File: config.mk
export PLATFORM = sky130hd
export DESIGN_NAME = feedback_loop_window_stats
export DESIGN_NICKNAME = d
export VERILOG_FILES = /design/src/rtl/feedback_loop_window_stats_pkg.sv /design/src/rtl/feedback_loop_window_stats_sample_ring.sv /design/src/rtl/feedback_loop_window_stats.sv
export SDC_FILE = /design/constraint.sdc
export NUM_CORES = 1
export LEC_CHECK = 0
export BUFFER_PORTS_ARGS = -buffer_cell sky130_fd_sc_hd__buf_2
export CAP_MARGIN = 10
export CORE_MARGIN = 8
export CORE_UTILIZATION = 45
export CTS_BUF_LIST = sky130_fd_sc_hd__clkbuf_8
export CTS_CLUSTER_SIZE = 40
export DETAILED_ROUTE_END_ITERATION = 8
export GPL_TIMING_DRIVEN = 0
export SKIP_LAST_GASP = 1
export SYNTH_ARGS = -nofsm -noshare
export SYNTH_HDL_FRONTEND = slang
export SYNTH_HIERARCHICAL = 1
export SYNTH_SLANG_ARGS = --single-unit
File: constraint.sdc
create_clock -name system1000 -period 10.34 [get_ports system1000]
set_input_delay 0.517 -clock system1000 [delete_from_list [all_inputs] [get_ports system1000]]
set_output_delay 0.517 -clock system1000 [all_outputs]
set_load 0.02 [all_outputs]
File: src/rtl/feedback_loop_window_stats_pkg.sv
// Shared types for the feedback-loop window statistics block.
// Default sample/window geometry plus the window FSM state encoding.
package feedback_loop_types;

  localparam int DEF_WIDTH      = 8;
  localparam int DEF_LOG2_DEPTH = 3;

  typedef logic signed [DEF_WIDTH-1:0]                sample_t;
  typedef logic signed [DEF_WIDTH+DEF_LOG2_DEPTH-1:0] sum_t;

  typedef enum logic {
    FILL = 1'b0,
    RUN  = 1'b1
  } win_state_t;

endpackage

File: src/rtl/feedback_loop_window_stats_sample_ring.sv
// DEPTH x WIDTH sample ring with a wrapping write pointer.
// The entry under the write pointer is the oldest sample, about to be replaced.
module feedback_loop_sample_ring
  import feedback_loop_types::*;
#(
  parameter int WIDTH      = DEF_WIDTH,
  parameter int LOG2_DEPTH = DEF_LOG2_DEPTH
) (
  input  logic             system1000,
  input  logic             flush,
  input  logic             wr_en,
  input  logic [WIDTH-1:0] wr_data,
  output logic [WIDTH-1:0] oldest
);

  localparam int DEPTH = 1 << LOG2_DEPTH;

  logic [WIDTH-1:0]      ring [DEPTH];
  logic [LOG2_DEPTH-1:0] wr_ptr;

  always_ff @(posedge system1000) begin
    if (flush) begin
      for (int i = 0; i < DEPTH; i++) begin
        ring[i] <= '0;
      end
      wr_ptr <= '0;
    end else if (wr_en) begin
      ring[wr_ptr] <= wr_data;
      wr_ptr       <= wr_ptr + 1'b1;
    end
  end

  assign oldest = ring[wr_ptr];

endmodule

File: src/rtl/feedback_loop_window_stats.sv
// Sliding-window sum/mean over the feedback-loop sample stream, with a
// registered valid/ready result port and a sticky overrun flag.
//
// state | meaning
// ------+--------------------------------------------------------------
// FILL  | window not yet full; samples counted, no results produced
// RUN   | window full; every accepted sample produces a new result
module feedback_loop_window_stats
  import feedback_loop_types::*;
#(
  parameter int WIDTH      = DEF_WIDTH,
  parameter int LOG2_DEPTH = DEF_LOG2_DEPTH
) (
  input  logic                        system1000,
  input  logic                        system1000_rst,
  input  logic                        clear,
  input  logic                        in_valid,
  input  logic [WIDTH-1:0]            in_data,
  input  logic                        out_ready,
  output logic                        out_valid,
  output logic [WIDTH+LOG2_DEPTH-1:0] out_sum,
  output logic [WIDTH-1:0]            out_mean,
  output logic                        out_overrun,
  output logic [LOG2_DEPTH:0]         fill_level
);

  localparam int SUM_W = WIDTH + LOG2_DEPTH;
  localparam int LVL_W = LOG2_DEPTH + 1;
  localparam int DEPTH = 1 << LOG2_DEPTH;

  win_state_t       state, state_nxt;
  logic             flush;
  logic             accept;
  logic             last_fill;
  logic             new_result;
  logic [WIDTH-1:0] ring_oldest;
  logic [WIDTH-1:0] oldest;
  logic [SUM_W-1:0] run_sum;
  logic [SUM_W-1:0] sum_nxt;

  // A flush in the same cycle as a sample discards the sample.
  assign flush     = system1000_rst | clear;
  assign accept    = in_valid & ~flush;
  assign last_fill = (fill_level == LVL_W'(DEPTH - 1));

  feedback_loop_sample_ring #(
    .WIDTH      (WIDTH),
    .LOG2_DEPTH (LOG2_DEPTH)
  ) u_ring (
    .system1000 (system1000),
    .flush      (flush),
    .wr_en      (accept),
    .wr_data    (in_data),
    .oldest     (ring_oldest)
  );

  assign oldest  = (state == RUN) ? ring_oldest : '0;
  assign sum_nxt = run_sum
                 + {{LOG2_DEPTH{in_data[WIDTH-1]}}, in_data}
                 - {{LOG2_DEPTH{oldest[WIDTH-1]}}, oldest};

  always_ff @(posedge system1000) begin
    if (flush) begin
      state <= FILL;
    end else begin
      state <= state_nxt;
    end
  end

  always_comb begin
    state_nxt  = state;
    new_result = 1'b0;
    case (state)
      FILL: begin
        if (accept && last_fill) begin
          state_nxt  = RUN;
          new_result = 1'b1;
        end
      end
      RUN: begin
        new_result = accept;
      end
      default: begin
        state_nxt = FILL;
      end
    endcase
  end

  always_ff @(posedge system1000) begin
    if (flush) begin
      run_sum    <= '0;
      fill_level <= '0;
    end else if (accept) begin
      run_sum <= sum_nxt;
      if (state == FILL) begin
        fill_level <= fill_level + 1'b1;
      end
    end
  end

  // Mean is the sum's upper bits: an arithmetic shift, i.e. floor toward -inf.
  always_ff @(posedge system1000) begin
    if (flush) begin
      out_valid   <= 1'b0;
      out_sum     <= '0;
      out_mean    <= '0;
      out_overrun <= 1'b0;
    end else if (new_result) begin
      out_valid <= 1'b1;
      out_sum   <= sum_nxt;
      out_mean  <= sum_nxt[SUM_W-1:LOG2_DEPTH];
      if (out_valid && !out_ready) begin
        out_overrun <= 1'b1;
      end
    end else if (out_valid && out_ready) begin
      out_valid <= 1'b0;
    end
  end

endmodule

# After elaboration in Yosys (flattened, before gate mapping)
# Memory sizes are Yosys's and may differ from the RTL's. A register that Yosys moved wholly into a read port is not among the register bits.
# Index checks and enable logic that the tools add are counted.
word_totals:
  inputBits: 13
  rom_bits: 0
  reg_bits: 40
  output_inout_bits: 25
  n_memories: 1
  ram_bits: 64
  latchBits: 0
mem_list:
  columns: ["memory", "words", "word_bits", "read_ports", "rd_clocked_by_memory_dff", "wr", "line_no", "source"]
  rows:
  - ["u_ring.ring", 8, 8, 1, 1, 8, "feedback_loop_window_stats_sample_ring.sv:18", "logic [WIDTH-1:0] ring [DEPTH];"]
op_classes:
  n_lt_le_gt_ge: 0
  mux: 16
  shift: 0
  add_sub_neg: 4
  bitwise_logic: 4
  n_reduce_logical: 8
  n_mul: 0
  n_eq_ne: 1
  div_mod_pow: 0
op_table:
  columns: ["op", "n"]
  rows:
  - ["$mux W8", 2]
  - ["$add A11 B11 Y11", 1]
  - ["$sub A11 B11 Y11", 1]
  - ["$mux W1", 10]
  - ["$mux W3", 3]
  - ["$reduce_or A8 Y1", 1]
  - ["$add A4 B1 Y4 const B", 1]
  - ["$eq A4 B3 Y1 const B", 1]
  - ["$reduce_and A2 Y1", 2]
  - ["$add A3 B1 Y3 const B", 1]
  - ["$logic_and A1 B1 Y1", 3]
  - ["$not A1 Y1", 2]
  - ["$pmux W1 S2", 1]
  - ["$reduce_bool A2 Y1", 1]
  - ["$and A1 B1 Y1", 1]
  - ["$logic_not A1 Y1", 1]
  - ["$or A1 B1 Y1", 1]

# Longest topological paths before layout
# Gate-level depths: netlist of the first run.
logic_depth:
  depth_word: 8
  mapped_depth: 16
  depth_no_buf: 13

# Modules after synthesis
# Netlist of the first run, hierarchy kept.
by_module_without_submodules:
  columns: ["module", "cells_per_inst", "seq_area_each_um2", "area_per_inst_um2", "instances"]
  rows:
  - ["feedback_loop_sample_ring", 209, 2042.0, 3170.5, 1]
  - ["feedback_loop_window_stats", 249, 580.6, 2026.9, 1]

# Least setup slack after synthesis of the first run
# OpenSTA, ideal clock, no wires.
synth_path:
  path_kind: "register to register"
  startpoint: "reg (tool-made name)"
  endpoint: "reg run_sum[8]"
  path_stages_with_launch: 15
  n_path_buf: 2
  slack_ps: 6564
  arrival_ps: 3631
  setup_ps: 145
  path_cell_list: "dfxtp_1 > buf_6 > buf_12 > mux4_1 > mux2_2 > and2_1 > fa_1 > inv_1 > fa_1 > a211oi_1 > o21ai_1 > a31o_2 > a21oi_1 > xor2_1 > a211oi_1"
synth_rtl:
  columns: ["element", "line_no", "source"]
  rows:
  - ["end signal: assignment", "feedback_loop_window_stats.sv:94", "run_sum <= sum_nxt;"]
  - ["end: declaration", "feedback_loop_window_stats.sv:38", "logic [SUM_W-1:0] run_sum;"]

==> impl_metrics.env, run 1 <==
export IMPL_grt_max_degree=17
export IMPL_clkTransAtPathRegs_ps=90
export IMPL_floorplan_rows=39
export IMPL_root_buffer="clkbuf_8"
export IMPL_drtPass1Iterations=5
export IMPL_synth_compound_area_share=0.0713
export IMPL_die_area_mm2=0.0152
export IMPL_postSynthNetCount=495
export IMPL_min_to="out_sum[9]$_SDFFE_PP0P_"
export IMPL_clockBufferDepth=2
export IMPL_yosys_mux_area_fraction=0.117
export IMPL_place_area_mm2=0.00556
export IMPL_required_ps=10580
export IMPL_setup_tns_ps=0
export IMPL_ctsResizeCount=0
export IMPL_synthXorXnorAreaFrac=0.0202
export IMPL_fin_crit_ps=4410
export IMPL_top_usage_layer="met2"
export IMPL_synth_top_cell_by_area="edfxtp_1"
export IMPL_fin_nets=542
export IMPL_die_h_um=123
export IMPL_hold_depth=4
export IMPL_finalCritPeriodShare=0.427
export IMPL_cp_arrival_ps=4650
export IMPL_regToRegSetupSlack_ps=5930
export IMPL_rsz0062_at_grt="false"
export IMPL_coreArea_mm2=0.0114
export IMPL_peakVddDrop_mv=0.0785
export IMPL_max_cap_violations=0
export IMPL_drc=0
export IMPL_first_global_vias=3602
export IMPL_p_per_area_mw_per_mm2=136
export IMPL_synth_top_area_frac=0.370
export IMPL_cts_hold_buf=0
export IMPL_nFillCells=1073
export IMPL_gp_congestion=0.807
export IMPL_synth_seq_area_share=0.505
export IMPL_clk_latency_ps=380
export IMPL_postRouteAntennaNets=0
export IMPL_drt_iter0_drc=208
export IMPL_place_ws_ps=5920
export IMPL_hold_viol_final=0
export IMPL_finalSetupViolCount=0
export IMPL_syn_avg_cell_area_um2=11.3
export IMPL_routed_via_density=5.49
export IMPL_synth_top_family_by_area="simple AND/OR/NAND/NOR gates"
export IMPL_grt_usage=0.165
export IMPL_yosys_warnings=6
export IMPL_fmax_ghz=0.227
export IMPL_setup_slack_ps=5930
export IMPL_globalRouteMet3Util=0.0306
export IMPL_start_util=0.457
export IMPL_wl_mm=11.7
export IMPL_numCtsBuffers=9
export IMPL_wl_per_cell_um=17.9
export IMPL_htree_levels=3
export IMPL_tightest_slew_ps=944
export IMPL_skew_ps=13.6
export IMPL_slew_headroom=0.369
export IMPL_leakagePower_nw=2.28
export IMPL_cts_tree="done"
export IMPL_postCtsSetupBuffers=0
export IMPL_overflow=0
export IMPL_num_vias=3585
export IMPL_ff2ff_path_depth=14
export IMPL_cp_max_fo=10
export IMPL_timing_rr_end="run_sum[8]$_SDFFE_PP0P_"
export IMPL_holdCritPathClass="in2reg"
export IMPL_cts_sinks=99
export IMPL_hpwl_mm=8.58
export IMPL_synth_seq_cells=99
export IMPL_synthSimpleGateAreaFrac=0.140
export IMPL_antenna_cells=0
export IMPL_outcome="complete, no violations"
export IMPL_critPathLaunchType="flip-flop"
export IMPL_ys_types=52
export IMPL_dieWidth_um=123
export IMPL_grt_pass1_wl_mm=18.6
export IMPL_fin_area_mm2=0.00573
export IMPL_synth_area_mm2=0.00520
export IMPL_syn_to_final_growth_pct=10.2
export IMPL_drive_gt1_frac=0.165
export IMPL_synthCells=458
export IMPL_maxSlewViolCount=0
export IMPL_path_class="reg2reg"
export IMPL_total_power_w=0.000778
export IMPL_min_delay_start="system1000_rst"
export IMPL_ios=38
export IMPL_place_port_buffers=36
export IMPL_yosys_top_cells_area="edfxtp_1 37%, dfxtp_1 13%, mux4_1 7.6%"
export IMPL_grt_use_met2=0.261
export IMPL_endpoint_kind="flip-flop"
export IMPL_synth_fa_ha_area_frac=0.0722
export IMPL_antenna_found_initial=0
export IMPL_globalRouteMet1Util=0.215
-- stage by stage --
stage	instances	utilization	hold WS, ps
3_3_place_gp	637	0.489	448
5_1_grt	653	0.504	427
3_5_place_dp	637	0.489	453
6_report	653	0.504	441
4_1_cts	653	0.504	417
2_1_floorplan	458	-	449
-- kinds of logic (layout without fill, tap and decap cells) --
family                   after synthesis  after routing
buffers and inverters                 86            138
AND/OR/NAND/NOR                      146            146
multiplexers                          34             34
flip-flops                            99             99
AO/OA/AOI/OAI                         57             57
adder cells (fa/ha/maj)               24             24
XOR/XNOR                              12             12
-- report_power, final --
group	switching, W	internal (W)	total [W]
clock network	0.000137	0.0000865	0.000223
logic	0.0000718	0.0000445	0.000116
registers	0.00000445	0.000433	0.000438
-- final cells by class --
cell class              instances  area (um^2)  share of cell area
well taps                     143          179              0.0312
multi-input cells             273         2180               0.381
clock inverters                 7         46.3             0.00808
plain buffers                  37          208              0.0363
inverters                      49          184              0.0321
clock buffers                   9          124              0.0216
repair buffers                 36          180              0.0315
flip-flops and latches         99         2620               0.458
-- cell usage in the layout (no fill, tap or decap), types with 2 or more instances in the layout --
cell type / n
nor3_1: 68
edfxtp_1: 64
inv_1: 43
buf_2: 42
dfxtp_1: 35
nor2_1: 25
nand2_1: 19
a21oi_1: 18
clkbuf_1: 15
mux4_1: 15
ha_1: 14
o21bai_1: 11
mux2i_1: 10
fa_1: 10
clkbuf_8: 9
and2_1: 8
o21ai_0: 8
buf_4: 8
mux2_2: 8
clkinv_1: 8
nand3_1: 7
xor2_1: 7
a211oi_1: 6
buf_1: 5
xnor2_1: 5
clkinvlp_4: 4
nand4_1: 3
nand2b_1: 3
buf_6: 2
a21o_1: 2
o21a_1: 2
or3b_2: 2
nand3b_1: 2
-- worst max-delay path, cell delays in order, from the launching register on --
cell,delay [ps]
dfxtp_1,310
clkbuf_1,360
buf_2,360
mux4_1,360
mux2_2,290
and2_1,170
fa_1,470
inv_1,70
fa_1,490
a211oi_1,410
o21ai_1,190
a31o_2,270
a21oi_1,170
xor2_1,230
a211oi_1,100
-- cell usage after synthesis, drive strengths merged --
library cell,count
clkbuf,15
a31oi,1
nor3,68
edfxtp,64
o2111ai,1
or4,1
inv,41
mux4,16
o311ai,1
ha,14
o21ai,9
nand2b,3
buf,22
a31o,1
nand3,7
xor2,7
nand3b,2
o22ai,1
and3,1
a311o,1
a21oi,18
or2,2
o21bai,11
or3b,2
a211oi,6
nor2,26
and3b,1
a21o,2
clkinv,8
nor2b,1
dfxtp,35
nand4,3
o21a,2
mux2,8
o31a,1
mux2i,10
and2,8
xnor2,5
nand2,20
o21ba,1
fa,10
or3,1
a21bo,1
-- how the worst max path moves through the flow --
stage	startpoint	endpoint	slack, ps	cells past startpoint
finish	flip-flop	run_sum[8]$_SDFFE_PP0P_	5930	14
floorplan	flip-flop	run_sum[8]$_SDFFE_PP0P_	6560	14
CTS	flip-flop	run_sum[8]$_SDFFE_PP0P_	5900	14
detailed placement	flip-flop	run_sum[8]$_SDFFE_PP0P_	5920	14
global placement	flip-flop	run_sum[8]$_SDFFE_PP0P_	5950	14
global route	flip-flop	run_sum[8]$_SDFFE_PP0P_	5670	14
-- state kept, by name (all words and copies together), names as in the netlist, named ones only --
signal and count:
out_valid 1, out_sum 11, state 1, out_overrun 1, u_ring/wr_ptr 3, u_ring/ring 64
fill_level 4, run_sum 11
-- layer usage --
| metal | share of wire | vias up |
|---|---|---|
| li1 | - | 1722 |
| met1 | 0.45 | 1756 |
| met2 | 0.48 | 88 |
| met3 | 0.053 | 19 |
| met4 | 0.022 | 0 |
| met5 | 0 | - |
Power figures use the tool's default switching activity.
==> inputs of run 2 (changes only) <==
--- a/config.mk
+++ b/config.mk
@@ -5,6 +5,7 @@
 export SDC_FILE = /design/constraint.sdc
 export NUM_CORES = 1
 export LEC_CHECK = 0
+export ABC_AREA = 1
 export BUFFER_PORTS_ARGS = -buffer_cell sky130_fd_sc_hd__buf_2
 export CAP_MARGIN = 10
 export CORE_MARGIN = 8
==> constraint.sdc (replaced) <==
create_clock -name system1000 -period 4.45 [get_ports system1000]
set_input_delay 0.2225 -clock system1000 [delete_from_list [all_inputs] [get_ports system1000]]
set_output_delay 0.2225 -clock system1000 [all_outputs]
set_load 0.02 [all_outputs]
==> run 2 against run 1 <==
  * Non-clock buffer count decreased by 9
  * Cell count up 43%
  * Synthesized cell count up 56%
  * Design area is 7.4% higher
  * Die area up 6.1%
  * Sequential power up 130%
  * Worst setup slack worse by 4600 ps
  * Highest routed layer unchanged
  * Fmax rose by 39%
  * Area after synthesis rose by 7.0%
  * Power is 140% higher
==> impl_metrics.env, run 2 <==
export IMPL_path_delay_family="adder cells"
export IMPL_path_class="reg2reg"
export IMPL_leakagePower_nw=3.23
export IMPL_finalCritPeriodShare=0.712
export IMPL_synth_flop_cell="edfxtp_1"
export IMPL_grt_use_met2=0.257
export IMPL_postRouteAntennaNets=0
export IMPL_postCtsSetupBuffers=0
export IMPL_clkTransAtPathRegs_ps=90
export IMPL_async_flop_share=0
export IMPL_antenna_found_initial=0
export IMPL_first_global_vias=4255
export IMPL_p_sw_w=0.000516
export IMPL_gp_congestion=0.896
export IMPL_required_ps=4740
export IMPL_ios=38
export IMPL_root_buffer="clkbuf_8"
export IMPL_slew_headroom=0.537
export IMPL_drt_iter0_drc=323
export IMPL_numCtsBuffers=9
export IMPL_fin_crit_ps=3170
export IMPL_cp_arrival_ps=3460
export IMPL_dieWidth_um=127
export IMPL_fin_util=0.510
export IMPL_grt_max_degree=17
export IMPL_syn_avg_cell_area_um2=7.79
export IMPL_netlist_top_cells_count="190 x nand2_1, 156 x inv_1, 89 x nor2_1"
export IMPL_ctsResizeCount=0
export IMPL_yosys_warnings=6
export IMPL_hold_depth=4
export IMPL_wl_mm=13.1
export IMPL_hpwl_mm=9.98
export IMPL_syn_to_final_growth_pct=10.6
export IMPL_wl_per_cell_um=14.0
export IMPL_synth_edff_count=64
export IMPL_largest_reg_flops=64
export IMPL_cts_tree="done"
export IMPL_coreArea_mm2=0.0121
export IMPL_skew_ps=8.48
export IMPL_synth_top_area_frac=0.346
export IMPL_post_synth_top_count_cell="nand2_1"
export IMPL_slowest_stage="fa_1"
export IMPL_endpoint_kind="flip-flop"
export IMPL_routed_via_density=4.71
export IMPL_drive_gt1_frac=0.129
export IMPL_p_per_area_mw_per_mm2=304
export IMPL_synth_seq_cells=99
export IMPL_peakVddDrop_mv=0.174
export IMPL_hold_slack_ps=111
export IMPL_final_cell_mix="190 x nand2_1, 157 x inv_1, 89 x nor2_1"
export IMPL_holdCritPathClass="in2reg"
export IMPL_top_usage_layer="met2"
export IMPL_ff2ff_path_depth=21
export IMPL_synth_seq_area_share=0.472
export IMPL_globalRouteMet1Util=0.229
export IMPL_hold_viol_final=0
export IMPL_p_int_w=0.00135
export IMPL_netSwitchingFraction=0.276
export IMPL_synthCells=714
export IMPL_drtPass1Iterations=4
export IMPL_die_h_um=127
export IMPL_cpPeakStageDelay_ps=510
export IMPL_synth_area_mm2=0.00556
export IMPL_synth_top_cell_by_area="edfxtp_1"
export IMPL_start_util=0.461
export IMPL_cts_sinks=99
export IMPL_crit_top_cell="nand2_1"
export IMPL_critPathLaunchType="flip-flop"
export IMPL_num_vias=4407
export IMPL_die_area_mm2=0.0162
export IMPL_fin_nets=799
export IMPL_max_cap_violations=0
export IMPL_setup_tns_ps=0
export IMPL_tightest_slew_ps=695
export IMPL_cts_hold_buf=0
export IMPL_clkPwrFrac=0.306
export IMPL_fmax_ghz=0.316
export IMPL_clk_latency_ps=380
export IMPL_pwr_share_comb=0.151
export IMPL_yosys_top_cells_area="edfxtp_1 35%, nand2_1 13%, dfxtp_1 13%"
export IMPL_finalSetupViolCount=0
export IMPL_htree_levels=3
export IMPL_ys_types=31
export IMPL_postSynthNetCount=751
export IMPL_path_cells="buf_4 -> inv_2 -> buf_4 -> nand2_1 -> nand3_1 -> nand2_1 -> nand2_1 -> nand2_1 -> nand2_1 -> inv_1 -> fa_1 -> inv_1 -> fa_1 -> nand2_1 -> nand3_1 -> nand3_1 -> nand2_1 -> xor2_1 -> nand2_1 -> nand2_1 -> inv_1"
export IMPL_drc=0
export IMPL_floorplan_rows=40
export IMPL_rsz0062_at_grt="false"
export IMPL_top_regs="u_ring/ring: 64 flops, out_sum: 11 flops, run_sum: 11 flops"
export IMPL_clockBufferDepth=2
export IMPL_outcome="complete, no violations"
export IMPL_grt_usage=0.168
export IMPL_place_port_buffers=37
export IMPL_globalRouteMet3Util=0.0270
export IMPL_maxSlewViolCount=0
export IMPL_largest_register="u_ring/ring"
export IMPL_sequentialPowerShare=0.543
export IMPL_overflow=0
export IMPL_crit_buf_inv=6
export IMPL_grt_pass1_wl_mm=21.0
export IMPL_antenna_cells=0
export IMPL_cp_max_fo=10
export IMPL_final_common_cell="nand2_1"
export IMPL_crit_cells=21
run 2: cell count changes in the layout (fill, tap and decap cells not counted), moves of 8 or more:
| cell | change |
|---|---|
| nand2_1 | +171 |
| inv_1 | +114 |
| nor3_1 | -68 |
| nor2_1 | +64 |
| nand3_1 | +44 |
| mux4_1 | -15 |
| clkbuf_1 | -13 |
| o21bai_1 | -11 |
| mux2i_1 | -10 |
| and2_1 | -8 |
| mux2_2 | -8 |
| o21ai_0 | +8 |
run 2: power groups by stage:
stage | logic (W) | registers, W | clock network (W)
detailed placement | 0.000280 | 0.00104 | 0
global route | 0.000322 | 0.00102 | 0.000619
global placement | 0.000274 | 0.00104 | 0
floorplan | 0.000206 | 0.00103 | 0
CTS | 0.000282 | 0.00102 | 0.000588
finish | 0.000282 | 0.00102 | 0.000571
run 2: final cells by class:
cell class | count | area, um^2
Buffer | 27 | 175
Clock buffer | 9 | 124
Clock inverter | 7 | 67.6
Fill cell | 1176 | 5910
Inverter | 162 | 608
Multi-Input combinational cell | 426 | 2160
Sequential cell | 99 | 2620
Tap cell | 168 | 210
Timing Repair Buffer | 37 | 185
run 2: layer usage:
metal | part of all wire | vias to the layer above | wire length [um]
met1 | 0.49 | 2061 | 6420
met5 | 0 | - | 0
met4 | 0.020 | 0 | 258
li1 | - | 2250 | -
met3 | 0.046 | 18 | 610
met2 | 0.45 | 78 | 5840
run 2: path summary, 6_finish.rpt:
check	endpoint	from	slack (ps)
min reg2reg	run_sum[9]$_SDFFE_PP0P_	run_sum[9]$_SDFFE_PP0P_	500
max reg2reg	out_sum[6]$_SDFFE_PP0P_	flip-flop	1280
min	out_valid$_SDFFE_PP0P_	out_ready	110
max	out_sum[6]$_SDFFE_PP0P_	flip-flop	1280
run 2: worst min-delay path, cell delays in order:
cell and delay, ps:
buf_2 70, inv_1 40, nand2_1 50, a21oi_1 50
run 2: logic make-up after synthesis:
logic type      Yosys count  synth area share
flops                    99             0.472
fa+ha+maj                24            0.0675
xor+xnor                  4           0.00630
simple gates            352             0.271
buf+inv                 189             0.141
compound gates           46            0.0432
run 2: through the flow:
| stage | cell area (um^2) | std cells | power (W) | setup WS [ps] |
|---|---|---|---|---|
| floorplan | 5560 | 714 | 0.00124 | 1810 |
| global placement | 5960 | 919 | 0.00131 | 1320 |
| detailed placement | 5960 | 919 | 0.00132 | 1290 |
| CTS | 6150 | 935 | 0.00189 | 1270 |
| global route | 6150 | 935 | 0.00196 | 1070 |
| finish | 6150 | 935 | 0.00187 | 1280 |
